$ cat src/rtl/e3_pkg.sv
// rtl/e3_pkg.sv - shared Excess-3 constants, FSM state type and digit validity check
package e3_pkg;

  localparam logic [3:0] E3_OFFSET = 4'd3;
  localparam logic [3:0] E3_ZERO   = 4'b0011;

  typedef enum logic [1:0] {
    IDLE,
    MUL,
    DONE
  } state_t;

  // A legal Excess-3 digit encodes 0..9, i.e. 0011..1100
  function automatic logic e3_valid(input logic [3:0] nibble);
    return (nibble >= 4'd3) && (nibble <= 4'd12);
  endfunction

endpackage

$ cat src/rtl/e3_digit_mac.sv
// rtl/e3_digit_mac.sv - one Excess-3 digit multiply-accumulate step with decimal carry
module e3_digit_mac
  import e3_pkg::*;
(
  input  logic [3:0] digit,
  input  logic [3:0] b,
  input  logic [3:0] carry_in,
  output logic [3:0] digit_out,
  output logic [3:0] carry_out
);

  logic [3:0] digit_bin;
  logic [3:0] b_bin;
  logic [6:0] p;

  // Strip the offset, multiply-accumulate in binary, split into decimal digit and carry
  always_comb begin
    digit_bin = digit - E3_OFFSET;
    b_bin     = b - E3_OFFSET;
    p         = {3'b000, digit_bin} * {3'b000, b_bin} + {3'b000, carry_in};
    digit_out = 4'(p % 7'd10) + E3_OFFSET;
    carry_out = 4'(p / 7'd10);
  end

endmodule

$ cat src/rtl/e3_serial_mult_ctrl.sv
// rtl/e3_serial_mult_ctrl.sv - digit-serial Excess-3 multiplier controller (option: E3_ZERO_SKIP_EN)
module e3_serial_mult_ctrl
  import e3_pkg::*;
#(
  parameter int DIGITS = 4
) (
  input  logic                      clk,
  input  logic                      rst_n,
  input  logic                      start,
  input  logic [4*DIGITS-1:0]       a,
  input  logic [3:0]                b,
  output logic                      busy,
  output logic                      done,
  output logic                      err,
  output logic [4*(DIGITS+1)-1:0]   result
);

  localparam int IDX_W = (DIGITS > 1) ? $clog2(DIGITS) : 1;
  localparam logic [IDX_W-1:0] LAST_IDX = IDX_W'(DIGITS - 1);
  localparam logic [4*(DIGITS+1)-1:0] RESULT_ZERO = {(DIGITS+1){E3_ZERO}};

  state_t                    state_q, state_d;
  logic [4*DIGITS-1:0]       a_q;
  logic [3:0]                b_q;
  logic [IDX_W-1:0]          idx_q;
  logic [3:0]                carry_q;
  logic [4*(DIGITS+1)-1:0]   result_q;
  logic                      err_pend_q;

  logic                      in_valid;
  logic                      accept;
  logic                      skip;
  logic                      last_digit;
  logic [3:0]                mac_in;
  logic [3:0]                mac_digit;
  logic [3:0]                mac_carry;

  // Check every incoming nibble so a bad operand is flagged at acceptance
  always_comb begin
    in_valid = e3_valid(b);
    for (int i = 0; i < DIGITS; i++) begin
      if (!e3_valid(a[i*4 +: 4])) in_valid = 1'b0;
    end
  end

  assign accept     = (state_q == IDLE) && start;
  assign last_digit = (idx_q == LAST_IDX);
  assign mac_in     = a_q[idx_q*4 +: 4];

`ifdef E3_ZERO_SKIP_EN
  assign skip = accept && in_valid && (b == E3_ZERO);
`else
  assign skip = 1'b0;
`endif

  e3_digit_mac u_mac (
    .digit     (mac_in),
    .b         (b_q),
    .carry_in  (carry_q),
    .digit_out (mac_digit),
    .carry_out (mac_carry)
  );

  // State register
  always_ff @(posedge clk) begin
    if (!rst_n) state_q <= IDLE;
    else        state_q <= state_d;
  end

  // Next-state logic: one MUL cycle per digit, then a single DONE cycle
  always_comb begin
    state_d = state_q;
    case (state_q)
      IDLE: if (accept) state_d = skip ? DONE : MUL;
      MUL:  if (last_digit) state_d = DONE;
      DONE: state_d = IDLE;
      default: state_d = IDLE;
    endcase
  end

  // Handshake outputs decoded from the current state
  always_comb begin
    busy   = (state_q != IDLE);
    done   = (state_q == DONE);
    err    = (state_q == DONE) && err_pend_q;
    result = result_q;
  end

  // Operand latch, digit index, decimal carry and result digits
  always_ff @(posedge clk) begin
    if (!rst_n) begin
      a_q        <= {DIGITS{E3_ZERO}};
      b_q        <= E3_ZERO;
      idx_q      <= '0;
      carry_q    <= '0;
      err_pend_q <= 1'b0;
      result_q   <= RESULT_ZERO;
    end else begin
      case (state_q)
        IDLE: begin
          if (accept) begin
            a_q        <= a;
            b_q        <= b;
            idx_q      <= '0;
            carry_q    <= '0;
            err_pend_q <= !in_valid;
            if (skip) result_q <= RESULT_ZERO;
          end
        end
        MUL: begin
          result_q[idx_q*4 +: 4] <= mac_digit;
          carry_q                <= mac_carry;
          idx_q                  <= idx_q + 1'b1;
          if (last_digit) begin
            result_q[DIGITS*4 +: 4] <= mac_carry + E3_OFFSET;
            // An invalid operand yields an Excess-3 zero product
            if (err_pend_q) result_q <= RESULT_ZERO;
          end
        end
        default: ;
      endcase
    end
  end

endmodule

$ cat config.mk
export PLATFORM = sky130hd
export DESIGN_NAME = e3_serial_mult_ctrl
export DESIGN_NICKNAME = d
export VERILOG_FILES = /design/src/rtl/e3_pkg.sv /design/src/rtl/e3_digit_mac.sv /design/src/rtl/e3_serial_mult_ctrl.sv
export SDC_FILE = /design/constraint.sdc
export NUM_CORES = 1
export LEC_CHECK = 0
export CAP_MARGIN = 20
export CORE_UTILIZATION = 46
export CTS_BUF_LIST = sky130_fd_sc_hd__clkbuf_8
export CTS_CLUSTER_DIAMETER = 30
export DETAILED_ROUTE_END_ITERATION = 7
export PLACE_DENSITY = 0.68
export SETUP_SLACK_MARGIN = 0.05
export SYNTH_ARGS = -nofsm -noshare
export SYNTH_HDL_FRONTEND = slang
export SYNTH_SLANG_ARGS = --single-unit
$ cat constraint.sdc
create_clock -name clk -period 16.5 [get_ports clk]
set_input_delay 2.475 -clock clk [delete_from_list [all_inputs] [get_ports clk]]
set_output_delay 2.475 -clock clk [all_outputs]
set_load 0.005 [all_outputs]
==> metrics <==
peak supply drop=0.00006621 V; fill count=694; vias=3,323; Finish-stage setup viols=0; Leak Pwr=1.742 nW; # diodes=0; Hold Vio Cnt, Final=0; Slew HR=35.64%; max-cap violation count=0; Critical path destination=result[18]; ys flop type=dfxtp_1; initial core utilization=48.61%; GP Congestion=0.9309; Synth Area in Compound Gates=24.13%; most frequent CP cell=ha_1; Remaining DRCs=0; cell count after placement=570; outcome=finished, final reports clean; post-route design area=0.004227 mm2; placed instance area=0.004130 mm2; total gr overflow=0; M2 GR Usage=38.07%; Clock Skews=0.004464 ns; Syn Std Cell Area=0.003620 mm2; Post-Place Setup Slack=8.556 ns; Worst-Margin Slew=0.9585 ns; root buffer cell=clkbuf_8; Critical path origin=idx_q[0]; share of Yosys cell area claimed by the top area cell type=27.10%; WL per Instance=15.10 um; busiest metal layer after global routing=met2; YS warnings=0; CTS resizes=0; initial antenna violation count=0; Largest stage delay, worst path=0.68 ns; IO buf count=45; CTS H-tree depth=2; Area Growth Syn to Fin=16.76%; die width=90.71 um; period utilization=48.60%; post-synthesis sequential area ratio=27.10%; CTS tree=built; Worst R2R Start=idx_q[0]; CP Max Fanout=13; Worst path slowest cell=dfxtp_1; via/cell ratio=5.749; post-DP HPWL=6630 um; vias in the first global route=3,264; Post-CTS Setup Inserts=0; first-pass GRT wire length=15,310 um; Critical Path RT=16.73 ns; GR Util met1=29.93%; crit path time final=8.019 ns; #FFs+latches synth=49; RSZ-0062 raised after global routing=false; Post-CTS Hold Buffers=0; R2R cell count=23; Nets=533; largest net degree at the start of global routing=49; Final Worst Setup Slack=8.481 ns; clk_lat worst skew=0.30 ns; total negative slack=0 ns; count of final max-slew check failures=0; number of synthesized flops with an enable pin=0; Routed Antenna Nets=0; syn avg cell area=8.171 um2; fraction of layout cells with a size suffix above 1=6.472%; # rows=31; mux contribution to synthesized area=3.629%; FMAX=124.7 MHz; CTS clk-pin slew, worst paths=0.09 ns; met3 Usage GRT=2.189%; largest buffer count on any clock path=2; CTS buffer count=5; TritonRoute pass-1 iters=6; Synth Area in XOR/XNOR=4.839%; Simple-Gate Fraction of Synth Area=22.68%; IO Count=46; synthesized net count=498; Crit Path Class=reg -> reg; final wirelength=8728 um; Reg2Reg Capture Point=result[18]; CP Launch Type=flop; Netlist cell types=59; area leader, netlist=dfxtp_1; Synth area leaders=dfxtp_1 (27%), ha_1 (9.0%), nand2_1 (6.3%), nor2_1 (4.4%), nand3_1 (4.1%); CP Cell Sequence=mux4_2 > ha_1 > xor2_1 > nor2_1 > fa_1 > fa_1 > fa_1 > ha_1 > o21a_1 > a211oi_1 > nor3_1 > o211ai_1 > nand2_2 > maj3_1 > a221o_1 > ha_1 > nor2b_1 > a221oi_2 > nor2_1 > ha_1 > xnor2_1 > or3_1 > a31oi_1; Layout Cells excl Fill=578; total track usage=22.34%; Setup crit end kind=flop; core footprint=0.007447 mm2; power per cell area=138.0 mW/mm2; main combinational cell family by area after synthesis=compound AO/OA/AOI/OAI gates; Hold WC Path Type=reg -> reg; die area=0.008227 mm2; Sink Count=49; Synth async-reset ratio=0%; flop2flop setup slack=8.48 ns; WP data arrival=8.25 ns; adder-cell share of the synthesized area=12.86%; Synth Instances=443; first-iteration detailed-routing DRC count=217; Die Span Y=90.71 um
## layer usage
metal | vias to the layer above | share of wire (%)
li1 | 1673 | -
met4 | 0 | 1.4
met5 | - | 0
met1 | 1550 | 47
met2 | 87 | 48
met3 | 13 | 3.8
## synthesized netlist by cell type (all sizes together), types with 3 or more instances
master  count
a211o       3
a211oi     11
a21boi     12
a21oi       9
a31oi       5
and2        9
and3        3
clkbuf     18
dfxtp      49
fa          6
ha         26
inv        25
mux2i       3
mux4        4
nand2      62
nand3      30
nand4       6
nor2       43
nor2b       5
nor3        6
nor4        3
o211ai     12
o21a       12
o21ai      23
o221ai      5
o22ai       3
o31ai       5
or3         3
xnor2       8
xor2        6
## kinds of logic (layout without fill, tap and decap cells)
logic type | after synthesis | count (layout)
AO/OA/AOI/OAI | 116 | 116
XOR/XNOR | 16 | 16
adder cells (fa/ha/maj) | 34 | 34
buffers and inverters | 44 | 80
flip-flops | 49 | 49
multiplexers | 8 | 8
AND/OR/NAND/NOR | 176 | 176
## report_power, final
| group | internal [mW] | switching [mW] | total [mW] | leakage (nW) |
|---|---|---|---|---|
| registers | 0.128 | 0.00716 | 0.135 | 0.401 |
| clock network | 0.0341 | 0.0409 | 0.0749 | 0.0512 |
| logic | 0.150 | 0.224 | 0.374 | 1.29 |
## final cells by class
class,instances,area (um2),area share (%)
multi-input combinational,350,2466,58.35
sequential,49,980.9,23.21
timing repair buffer,47,465.4,11.01
tap,99,123.9,2.931
inverter,25,93.84,2.220
clock buffer,6,82.58,1.954
clock inverter,2,13.76,0.3256
## worst max-delay path: cells and delay by family, from the launching register on
family / cells / cell delay [ns]
compound gates: 6 / 2.03
xor+xnor: 2 / 0.39
fa+ha+maj: 8 / 3.02
flops: 1 / 0.68
mux: 1 / 0.67
simple gates: 6 / 1.17
## metrics by stage
step | power (mW) | hold WS, ns | util (%)
final | 0.5834 | 0.4697 | 56.75
after floorplan | 0.4240 | 0.4351 | -
after detailed placement | 0.5027 | 0.4577 | 55.46
after CTS | 0.5790 | 0.4727 | 56.75
after global routing | 0.6341 | 0.4991 | 56.75
after global placement | 0.4960 | 0.4506 | 55.46
## cells in the final DEF (no fill, tap or decap), types with 5 or more instances in the layout
cell / n
a21boi_0: 12
a21oi_1: 8
clkbuf_8: 6
fa_1: 6
clkdlybuf4s50_1: 45
a211oi_1: 9
inv_1: 25
nand4_1: 5
nand3_1: 30
and2_1: 9
nand2_1: 61
nor3_1: 6
a31oi_1: 5
dfxtp_1: 49
o21ai_1: 5
o21ai_0: 18
xor2_1: 6
o221ai_1: 5
xnor2_1: 7
nor2_1: 42
nor2b_1: 5
ha_1: 26
o211ai_1: 10
o21a_1: 12
## sequential cells by signal (all words and copies together) (netlist names)
name and cells:
a_q 16, err_pend_q 1, state_q 2, carry_q 4
idx_q 2, b_q 4, result 20
## worst min path at each step
stage | start | slack, ns | end | cells past startpoint
2_1_floorplan | a_q[8] | 0.44 | a_q[8] | 2
3_3_place_gp | a_q[7] | 0.45 | a_q[7] | 2
3_5_place_dp | a_q[4] | 0.46 | a_q[4] | 2
4_1_cts | a_q[7] | 0.47 | a_q[7] | 2
5_1_grt | result[17] | 0.50 | result[17] | 2
6_report | a_q[7] | 0.47 | a_q[7] | 2
Power figures use the tool's default switching activity.
